`config.mk`:
```
export PLATFORM = sky130hd
export DESIGN_NAME = mp_arith_unit
export DESIGN_NICKNAME = d
export VERILOG_FILES = /design/src/rtl/mp_arith_unit.sv
export SDC_FILE = /design/constraint.sdc
export NUM_CORES = 1
export LEC_CHECK = 0
export BUFFER_PORTS_ARGS = -buffer_cell sky130_fd_sc_hd__buf_2
export CAP_MARGIN = 5
export CORE_MARGIN = 5
export CORE_UTILIZATION = 25
export DETAILED_ROUTE_END_ITERATION = 12
export GPL_TIMING_DRIVEN = 0
export SYNTH_ARGS = -nofsm -noshare
export SYNTH_HDL_FRONTEND = slang
export SYNTH_SLANG_ARGS = --single-unit
```
`constraint.sdc`:
```
create_clock -name i_clk -period 4.7 [get_ports i_clk]
set_input_delay 0.705 -clock i_clk [delete_from_list [all_inputs] [get_ports i_clk]]
set_output_delay 0.705 -clock i_clk [all_outputs]
set_load 0.02 [all_outputs]
```
`src/rtl/mp_arith_unit.sv`:
```
`default_nettype none
// ============================================================================
//  Module      : mp_arith_unit
//  Description : Word-serial multi-precision add / subtract / compare / negate
//                engine. Operands are signed two's complement, stored
//                little-endian in single-port SRAM. One word per three cycles
//                (read x1, read x2, execute + write x3). Reports carry, zero,
//                sign and signed-overflow flags.
//                Optional macro MP_ARITH_ABORT_EN adds an i_abort input that
//                terminates a running operation with all flags cleared.
//  Revision    : 1.0 - initial release
// ============================================================================
module mp_arith_unit #(
   parameter int ADRBW = 20,
   parameter int WRDBW = 16,
   parameter int LENBW = 12
) (
   input  logic             i_clk,
   input  logic             i_rst_n,
`ifdef MP_ARITH_ABORT_EN
   input  logic             i_abort,
`endif
   input  logic             i_start,
   input  logic [1:0]       i_op,
   input  logic [LENBW-1:0] i_len,
   input  logic [ADRBW-1:0] i_x1addr,
   input  logic [ADRBW-1:0] i_x2addr,
   input  logic [ADRBW-1:0] i_x3addr,
   input  logic [WRDBW-1:0] i_rdata,
   output logic [ADRBW-1:0] o_addr,
   output logic             o_wen,
   output logic [WRDBW-1:0] o_wdata,
   output logic             o_busy,
   output logic             o_done,
   output logic             o_carry,
   output logic             o_zero,
   output logic             o_neg,
   output logic             o_ovf
);

   localparam logic [1:0] OP_ADD = 2'b00;
   localparam logic [1:0] OP_SUB = 2'b01;
   localparam logic [1:0] OP_CMP = 2'b10;
   localparam logic [1:0] OP_NEG = 2'b11;

   typedef enum logic [2:0] {
      IDLE = 3'd0,
      LD1  = 3'd1,
      LD2  = 3'd2,
      EXE  = 3'd3,
      DONE = 3'd4
   } state_t;

   state_t             state;
   state_t             state_next;

   // Latched operation descriptor
   logic [1:0]         op;
   logic [LENBW-1:0]   len;
   logic [ADRBW-1:0]   x1base;
   logic [ADRBW-1:0]   x2base;
   logic [ADRBW-1:0]   x3base;

   // Word-serial datapath state
   logic [LENBW-1:0]   idx;
   logic [WRDBW-1:0]   a_word;
   logic               carry;
   logic               zero_acc;
   logic [ADRBW-1:0]   addr_hold;

   // Result flags, held from DONE until the next accepted start
   logic               flag_carry;
   logic               flag_zero;
   logic               flag_neg;
   logic               flag_ovf;

   // Combinational helpers
   logic               abort;
   logic [ADRBW-1:0]   idx_ext;
   logic               last_word;
   logic [WRDBW-1:0]   opa;
   logic [WRDBW-1:0]   opb;
   logic [WRDBW:0]     sum_full;
   logic [WRDBW-1:0]   sum;
   logic               cout;
   logic               cin_msb;
   logic [ADRBW-1:0]   addr_mux;
   logic               wen_c;
   logic [WRDBW-1:0]   wdata_c;
   logic               done_c;

`ifdef MP_ARITH_ABORT_EN
   assign abort = i_abort;
`else
   assign abort = 1'b0;
`endif

   assign idx_ext   = {{(ADRBW-LENBW){1'b0}}, idx};
   assign last_word = (idx == (len - {{(LENBW-1){1'b0}}, 1'b1}));

   // Operand selection and one-word add; SUB/CMP/NEG enter with carry = 1
   always_comb begin
      opa = a_word;
      opb = ~i_rdata;
      case (op)
         OP_ADD: begin
            opa = a_word;
            opb = i_rdata;
         end
         OP_NEG: begin
            opa = '0;
            opb = ~a_word;
         end
         default: begin
            opa = a_word;
            opb = ~i_rdata;
         end
      endcase
      sum_full = {1'b0, opa} + {1'b0, opb} + {{WRDBW{1'b0}}, carry};
      sum      = sum_full[WRDBW-1:0];
      cout     = sum_full[WRDBW];
      // Carry into the MSB recovered from the MSB's own sum bit
      cin_msb  = opa[WRDBW-1] ^ opb[WRDBW-1] ^ sum[WRDBW-1];
   end

   // State register
   always_ff @(posedge i_clk or negedge i_rst_n) begin
      if (!i_rst_n) begin
         state <= IDLE;
      end else begin
         state <= state_next;
      end
   end

   // Next-state logic and SRAM port drive; address holds outside LD1/LD2/EXE
   always_comb begin
      state_next = state;
      addr_mux   = addr_hold;
      wen_c      = 1'b0;
      wdata_c    = '0;
      done_c     = 1'b0;
      case (state)
         IDLE: begin
            if (i_start) begin
               state_next = (i_len == '0) ? DONE : LD1;
            end
         end
         LD1: begin
            addr_mux   = x1base + idx_ext;
            state_next = abort ? DONE : LD2;
         end
         LD2: begin
            addr_mux   = x2base + idx_ext;
            state_next = abort ? DONE : EXE;
         end
         EXE: begin
            addr_mux   = x3base + idx_ext;
            wdata_c    = sum;
            wen_c      = (op != OP_CMP) && !abort;
            state_next = (abort || last_word) ? DONE : LD1;
         end
         DONE: begin
            done_c     = 1'b1;
            state_next = IDLE;
         end
         default: begin
            state_next = IDLE;
         end
      endcase
   end

   // Operand latching, word loop bookkeeping and flag capture
   always_ff @(posedge i_clk or negedge i_rst_n) begin
      if (!i_rst_n) begin
         op         <= OP_ADD;
         len        <= '0;
         x1base     <= '0;
         x2base     <= '0;
         x3base     <= '0;
         idx        <= '0;
         a_word     <= '0;
         carry      <= 1'b0;
         zero_acc   <= 1'b0;
         addr_hold  <= '0;
         flag_carry <= 1'b0;
         flag_zero  <= 1'b0;
         flag_neg   <= 1'b0;
         flag_ovf   <= 1'b0;
      end else begin
         addr_hold <= addr_mux;
         case (state)
            IDLE: begin
               if (i_start) begin
                  op       <= i_op;
                  len      <= i_len;
                  x1base   <= i_x1addr;
                  x2base   <= i_x2addr;
                  x3base   <= i_x3addr;
                  idx      <= '0;
                  carry    <= (i_op != OP_ADD);
                  zero_acc <= 1'b1;
                  flag_neg <= 1'b0;
                  flag_ovf <= 1'b0;
                  // A zero-length operation goes straight to DONE with its
                  // flags fixed here; otherwise they are produced by EXE
                  if (i_len == '0) begin
                     flag_carry <= (i_op != OP_ADD);
                     flag_zero  <= 1'b1;
                  end else begin
                     flag_carry <= 1'b0;
                     flag_zero  <= 1'b0;
                  end
               end
            end
            LD2: begin
               a_word <= i_rdata;
            end
            EXE: begin
               if (!abort) begin
                  carry    <= cout;
                  zero_acc <= zero_acc & (sum == '0);
                  idx      <= idx + {{(LENBW-1){1'b0}}, 1'b1};
                  if (last_word) begin
                     flag_carry <= cout;
                     flag_zero  <= zero_acc & (sum == '0);
                     flag_neg   <= sum[WRDBW-1];
                     flag_ovf   <= cin_msb ^ cout;
                  end
               end
            end
            default: begin
            end
         endcase
      end
   end

   assign o_addr  = addr_mux;
   assign o_wen   = wen_c;
   assign o_wdata = wdata_c;
   assign o_busy  = (state != IDLE);
   assign o_done  = done_c;
   assign o_carry = flag_carry;
   assign o_zero  = flag_zero;
   assign o_neg   = flag_neg;
   assign o_ovf   = flag_ovf;

endmodule
`default_nettype wire
```
==> metrics.md, run 1 <==
| Metric | Value |
|---|---|
| Clock transition at path regs | 0.07 ns |
| P_leak | 0.004753 uW |
| Outcome | finished, final reports clean |
| Pin count of the biggest net entering global routing | 80 |
| R2R Path Start | op[0]$_DFFE_PN0P_ |
| Min Tclk post-route | 4.509 ns |
| Tot Pwr | 9162 uW |
| Chip Height | 187.0 microns |
| Syn nets | 1,087 |
| Sw frac | 49.53% |
| Worst slew pin tran | 0.6569 ns |
| Gate Count Post-Synth | 958 |
| Final slew viol count | 0 |
| Post-Place Cells | 1,490 |
| Number of global-route vias before repair | 7,167 |
| Routability congestion estimate | 0.8701 |
| Max rail drop VDD | 0.0004487 V |
| Die Wd | 187.0 microns |
| Layout fillers | 3,300 |
| IO Pins | 136 |
| Clock tree buffer depth | 2 |
| Post-synth top area share | 41.83% |
| Final Cycle Share | 95.94% |
| Vias | 7,220 |
| Top cell by count, worst path | buf_6 |
| Critical path required time | 3.99 ns |
| Synthesized area per cell | 8.180 sq um |
| First-pass GRT wire length | 38,500 microns |
| R2r setup slk | 1.02 ns |
| DR WL/cell | 16.10 microns |
| Number of CTS-inserted buffers | 17 |
| DRC viols | 0 |
| Critical path data arrival time | 3.80 ns |
| First-pass DRT Iterations | 6 |
| Seq cells post-synth | 131 |
| Pwr dens | 929.9 nW/um^2 |
| Synth-to-Final Area Change | 25.74% |
| Cell variety after synth | 67 |
| Cell Area, Synth | 7836 sq um |
| Clk Latency, worst-skew pair | 0.43 ns |
| Global Route Usage Sum | 13.71% |
| Iteration-0 DRC Markers | 425 |
| Crit path max fanout | 10 |
| Detailed Place HPWL | 19,040 microns |
| Kind of critical path | register to output port |
| Placeable core area | 30,750 sq um |
| Maxcap violations | 0 |
| Clock tree sinks | 131 |
| Highest-delay cell along the critical path | or4_4 |
| Starting Density | 25.48% |
| Synth async-reset ratio | 100.0% |
| Seq/Total Area, Yosys | 41.83% |
| FF-to-FF End | o_zero$_DFFE_PN0P_ |
| Post-synth EDFFs | 0 |
| Worst Hold Class | input port to asynchronous set/reset pin |
| Initial antenna violation count | 7 |
| CP Launch Point | state[0]$_DFFE_PN0P_ |
| Post-DRT Antenna Nets | 0 |
| YS warnings | 0 |
| Final setup viols | 0 |
| Leading area contributor after synthesis | dfrtp_1 |
| Post-Layout Cell Count | 1,533 |
| H-tree depth | 4 |
| Synth top area cells | dfrtp_1, nand2_1, ha_1, o21ai_0, nor2_1 |
| Gate power share | 64.4% |
| Crit end category | output port |
| Die ar. | 34,990 sq um |
| Crit-path max cell delay | 0.46 ns |
| Number of cell rows | 64 |
| IO Port Bufs | 135 |
| Synth Flop Type | dfrtp_1 |
| Levels on crit path | 13 |
| Worst path buffer plus inverter count | 4 |
| Max Clk Rate | 221.8 MHz |
| Delay-heaviest family, CP | simple AND/OR/NAND/NOR gates |
| Grt ovf | 0 |
| Nets | 1,249 |
| Final Hold Fails | 0 |
| Worst setup path endpoint | o_addr[19] |
| Relative slew slack | 56.21% |
| Clock network fraction of design power | 14.8% |
| Sequential power share | 20.8% |
| Switching pwr | 4538 uW |
| Clk_skew | 0.01129 ns |
| Via density | 4.710 |
| Cell Chain, Critical Path | buf_6 -> buf_6 -> buf_4 -> mux2i_1 -> o21ai_0 -> ha_2 -> nor2_1 -> or2_2 -> or4_4 -> a31oi_2 -> xnor2_1 -> o21ai_1 -> buf_2 |
| Worst r2r path cells | 15 |
| Int Pwr | 4624 uW |
| Drt total wl | 24,690 microns |
| Layout cells sized above 1 | 19.95% |
| Root Driver | clkbuf_16 |
| CTS tree | yes |
| CP Launch Type | register |
worst min path at each step:
stage / from / end / slack [ns] / cells past startpoint
3_3_place_gp: x2base[14]$_DFFE_PN0P_ / x2base[14]$_DFFE_PN0P_ / 0.46 / 2
6_report: i_rst_n / a_word[5]$_DFFE_PN0N_ / 0.24 / 1
2_1_floorplan: i_rst_n / a_word[0]$_DFFE_PN0N_ / 0.41 / 0
4_1_cts: i_rst_n / a_word[5]$_DFFE_PN0N_ / 0.24 / 1
3_5_place_dp: x2base[17]$_DFFE_PN0P_ / x2base[17]$_DFFE_PN0P_ / 0.46 / 2
5_1_grt: i_rst_n / a_word[5]$_DFFE_PN0N_ / 0.28 / 1
flip-flops by register name, summed over array words and instances, names as in the netlist:
| register | cells |
|---|---|
| state | 3 |
| len | 12 |
| o_carry | 1 |
| carry | 1 |
| zero_acc | 1 |
| idx | 12 |
| o_neg | 1 |
| o_zero | 1 |
| a_word | 16 |
| o_ovf | 1 |
| addr_hold | 20 |
| x3base | 20 |
| x2base | 20 |
| x1base | 20 |
| op | 2 |
layer usage:
layer | wire length (microns) | up-vias | global-route usage (%)
li1 | - | 3592 | -
met1 | 11440 | 3435 | 17.74
met2 | 11580 | 144 | 22.38
met3 | 924 | 43 | 3.061
met4 | 704 | 6 | 5.319
met5 | 33 | - | 0
synthesized netlist by cell type (20+ instances only):
cell type	number
clkbuf_1	41
inv_1	41
a21oi_1	41
ha_1	33
xnor2_1	20
o21ai_0	69
mux2i_1	21
xor2_1	23
nor2_1	65
dfrtp_1	131
nand2_1	287
stage by stage:
stage               area (sq um)  setup WS, ns  hold slack (ns)    TNS, ns  util, %
floorplan                   7836        0.3408           0.4094          0        -
global placement            9007       -0.7103           0.4561     -4.723    29.29
detailed placement          9041       -0.6549           0.4609     -3.938    29.40
CTS                         9718      0.001447           0.2414          0    31.60
global route                9853     -0.006765           0.2773  -0.006765    32.04
finish                      9853        0.1909           0.2353          0    32.04
area by class of cell:
| class | instances | area, sq um | share of cell area (%) |
|---|---|---|---|
| timing repair buffer | 146 | 789.5 | 8.013 |
| antenna | 4 | 10.01 | 0.1016 |
| clock buffer | 17 | 425.4 | 4.317 |
| clock inverter | 15 | 170.2 | 1.727 |
| inverter | 41 | 153.9 | 1.562 |
| sequential | 131 | 3279 | 33.28 |
| buffer | 45 | 226.5 | 2.298 |
| tap | 396 | 495.5 | 5.029 |
| multi-input combinational | 738 | 4303 | 43.67 |
cell usage in the layout, fill, tap and decap left out, drive strengths merged, types with 21 or more instances in the layout:
cell    instances
xor2           23
ha             33
o21ai          85
nand2         287
nor2           65
a21oi          41
clkbuf         49
mux2i          21
dfrtp         131
buf           159
inv            48
repair_timing:
item,CTS,global route
hold buffers,0,0
pin swaps,2,12
resized for setup,24,31
setup endpoints to repair,20,18
gates cloned,0,0
setup buffers,1,9
power groups by stage:
stage / clock network [uW] / logic, uW / registers [uW]
final: 1360 / 5900 / 1900
after global routing: 1430 / 6500 / 1960
after CTS: 1390 / 5690 / 1900
after detailed placement: 0 / 5580 / 1920
after global placement: 0 / 5500 / 1910
after floorplan: 0 / 4020 / 1850
logic make-up after synthesis:
logic type                 count (synthesis)  share of synthesized area (%)
adders and majority gates                 36                          6.036
buffers and inverters                     89                          4.535
and+or+nand+nor                          431                          23.49
xor gates and xnor gates                  43                          4.806
AOI/OAI and AO/OA                        203                          16.05
DFF                                      131                          41.83
muxes                                     25                          3.257
Power figures use the tool's default switching activity.
==> run 2: changes to the inputs <==
--- a/config.mk
+++ b/config.mk
@@ -6,4 +6,5 @@
 export NUM_CORES = 1
 export LEC_CHECK = 0
+export ABC_AREA = 1
 export BUFFER_PORTS_ARGS = -buffer_cell sky130_fd_sc_hd__buf_2
 export CAP_MARGIN = 5
@@ -12,4 +13,5 @@
 export DETAILED_ROUTE_END_ITERATION = 12
 export GPL_TIMING_DRIVEN = 0
+export SETUP_SLACK_MARGIN = 0.15
 export SYNTH_ARGS = -nofsm -noshare
 export SYNTH_HDL_FRONTEND = slang
==> constraint.sdc (replaced) <==
create_clock -name i_clk -period 4.7 [get_ports i_clk]
set_input_delay 0.705 -clock i_clk [delete_from_list [all_inputs] [get_ports i_clk]]
set_output_delay 0.705 -clock i_clk [all_outputs]
set_load 0.05 [all_outputs]
==> run 2 against run 1 <==
Compared with the run above:
- via count rose by 8.0%
- sequential share of layout area shrank 1.0 points
- largest cell class unchanged
- flip-flop and latch count unchanged
==> metrics.md, run 2 <==
| Metric | Value |
|---|---|
| IO Pins | 136 (unchanged) |
| Routability congestion estimate | 0.8578 (-1.4%) |
| Metal1 wirelength | 12,230 microns (+6.9%) |
| Fin util | 31.41% (-0.63 points) |
| Clock tree buffer depth | 2 (unchanged) |
| Setup TNS | 0 ns (unchanged) |
| Vias | 7,796 (+8.0%) |
| Grt ovf | 0 (unchanged) |
| RSZ-0062 raised after global routing | false |
| First-pass DRT Iterations | 5 (-1) |
| Layout cells sized above 1 | 16.72% (-3.2 points) |
| Clk_skew | 0.01191 ns (+0.0006224 ns) |
| Multiplexer share of the synthesized area | 0.1230% (-3.1 points) |
| Global Route Usage Sum | 14.12% (+0.41 points) |
| Kind of critical path | register to output port |
| Seq/Total Area, Yosys | 40.29% (-1.5 points) |
| Iteration-0 DRC Markers | 501 (+18%) |
| CP Launch Type | register |
| Clock tree sinks | 131 (unchanged) |
| Die Wd | 190.4 microns (+1.8%) |
| Cell Area, Synth | 8137 sq um (+3.8%) |
| DR WL/cell | 14.47 microns (-10%) |
| Die ar. | 36,250 sq um (+3.6%) |
| Number of cell rows | 66 (+3.1%) |
| IO Port Bufs | 135 (unchanged) |
| Worst slew pin tran | 0.6022 ns (-0.05463 ns) |
| Synthesized area per cell | 7.063 sq um (-14%) |
| Final slew viol count | 0 (unchanged) |
| Post-synth top area share | 40.29% (-1.5 points) |
| Top layer in use | met5 |
| Synth async-reset ratio | 100.0% (unchanged) |
| Leading area contributor after synthesis | dfrtp_1 |
| Commonest cells in the synthesized netlist | nand2_1, dfrtp_1, inv_1, nor2_1, nand3_1 |
| Final Hold Fails | 0 (unchanged) |
| Met3 wire len | 1046 microns (+13%) |
| Detailed Place HPWL | 20,400 microns (+7.1%) |
| Nets | 1,439 (+15%) |
| # diodes | 0 (-4) |
| Seq cells post-synth | 131 (unchanged) |
| Layout fillers | 3,591 (+8.8%) |
| Worst Hold Class | input port to asynchronous set/reset pin |
| Gate Count Post-Synth | 1,152 (+20%) |
| Post-synthesis simple-gate area fraction | 32.08% (+8.6 points) |
| Synth Flop Type | dfrtp_1 |
| Starting Density | 25.14% (-0.35 points) |
| Via density | 4.420 (-6.2%) |
| Most frequent cells in the layout | nand2_1, buf_2, dfrtp_1 |
| Pin count of the biggest net entering global routing | 76 (-5.0%) |
| First-pass GRT wire length | 40,550 microns (+5.3%) |
| Outcome | finished, final reports clean |
| Final Cycle Share | 92.63% (-3.3 points) |
| Number of CTS-inserted buffers | 17 (unchanged) |
| Number of global-route vias before repair | 7,702 (+7.5%) |
| DRC viols | 0 (unchanged) |
| Relative slew slack | 59.48% (+3.3 points) |
| Clock transition at path regs | 0.06 ns (about the same) |
| Maxcap violations | 0 (unchanged) |
| H-tree depth | 4 (unchanged) |
| Drt total wl | 25,530 microns (+3.4%) |
| Synth top area cells | dfrtp_1, nand2_1, inv_1, nor2_1, ha_1 |
| Metal2 WL | 11,820 microns (+2.1%) |
| Largest family of logic cells by synthesized area | simple AND/OR/NAND/NOR gates |
| YS warnings | 0 (unchanged) |
| Critical path required time | 3.99 ns (about the same) |
| Final setup viols | 0 (unchanged) |
| Root Driver | clkbuf_16 |
| Synth-to-Final Area Change | 24.97% |
| Clk Latency, worst-skew pair | 0.42 ns (about the same) |
| Critical path data arrival time | 3.65 ns (-0.15 ns) |
| Max Clk Rate | 229.7 MHz (+3.6%) |
| Cell variety after synth | 44 (-34%) |
| Chip Height | 190.4 microns (+1.8%) |
| Most common cell after layout, fill and taps aside | nand2_1 |
| Crit end category | output port |
| Placeable core area | 32,370 sq um (+5.3%) |
| Syn nets | 1,281 (+18%) |
| Post-synth EDFFs | 0 (unchanged) |
| Post-DRT Antenna Nets | 0 (unchanged) |
| Post-Synth XOR/XNOR Area | 2.368% (-2.4 points) |
| Crit path max fanout | 10 (unchanged) |
| Cell with the most instances after synthesis | nand2_1 |
| Post-synthesis compound-gate area fraction | 11.21% (-4.8 points) |
| CTS tree | yes |
| Min Tclk post-route | 4.354 ns (-0.1553 ns) |
| Post-Synth Adder-Cell Area | 5.813% (-0.22 points) |
| Initial antenna violation count | 1 (-6) |
## run 2: changes by cell type after synthesis, moves of 13 or more
cell	before	now
nor2_1	65	115
o22ai_1	2	16
o31ai_1	15	1
nand2_1	287	419
o21ai_1	16	3
mux2i_1	21	1
clkbuf_1	41	28
inv_1	41	124
nand3_1	16	60
## run 2: final cells by class
type,count,area [sq um],area share (%)
inverter,128,480.5,4.725
tap,442,553.0,5.439
timing repair buffer,139,768.2,7.555
clock buffer,19,442.9,4.356
buffer,40,220.2,2.166
multi-input combinational,853,4245,41.75
sequential,131,3278,32.24
clock inverter,12,180.2,1.772
## run 2: cells by family after synthesis
logic type / count (synthesis)
fa+ha+maj: 36
xor+xnor: 22
mux: 1
compound gates: 156
flops: 131
simple gates: 638
buf+inv: 168
## run 2: worst paths after layout
kind,start,endpoint,slack (ns),depth (start not counted)
hold / removal,i_rst_n,a_word[3]$_DFFE_PN0N_,0.24,1
setup / recovery,op[0]$_DFFE_PN0P_,o_wdata[12],0.35,19
setup reg to reg,op[0]$_DFFE_PN0P_,o_zero$_DFFE_PN0P_,1.26,24
max in group asynchronous,i_rst_n,addr_hold[18]$_DFF_PN0_,3.69,2
hold reg to reg,addr_hold[15]$_DFF_PN0_,addr_hold[15]$_DFF_PN0_,0.47,2
min in group i_clk,addr_hold[15]$_DFF_PN0_,addr_hold[15]$_DFF_PN0_,0.47,2
## run 2: per-layer routing
layer	track usage, %	vias to the layer above
li1	-	4004
met1	19.44	3572
met2	22.97	190
met3	2.417	28
met4	3.840	2
met5	0	-
## run 2: what timing repair did
| item | CTS | global route |
|---|---|---|
| buffers inserted | 1 | 2 |
| hold buffers | 0 | 0 |
| gates resized for setup | 16 | 34 |
| pin swaps | 1 | 3 |
| endpoints found under the setup margin | 18 | 17 |
## run 2: worst max-delay path: stages, from the launching register on
cell and delay, ns:
dfrtp_1 0.40, inv_1 0.11, ha_1 0.16, clkbuf_2 0.17, clkbuf_4 0.22, a21oi_1 0.07, o21ai_0 0.07, o21ai_1 0.14
fa_2 0.38, fa_1 0.42, inv_1 0.07, nand2_1 0.04, nand2_1 0.12, nand3_1 0.11, nand2_1 0.15, nand2_1 0.08
nand2_1 0.06, nand2_1 0.07, a21oi_2 0.20, buf_6 0.19
## run 2: metrics by stage
step / setup WS [ns] / hold slack (ns) / cells / cell area [sq um]
CTS: 0.09792 / 0.2528 / 1762 / 10060
detailed placement: 0.1013 / 0.4610 / 1730 / 9399
global placement: 0.1002 / 0.4567 / 1729 / 9365
finish: 0.3462 / 0.2421 / 1764 / 10170
floorplan: 0.2660 / 0.4094 / 1152 / 8137
global route: 0.1341 / 0.2850 / 1764 / 10170
Power of run 2 is left out: the tool's default activity adds up to more than one toggle a clock period on the data nets, which glitch-free logic cannot reach.
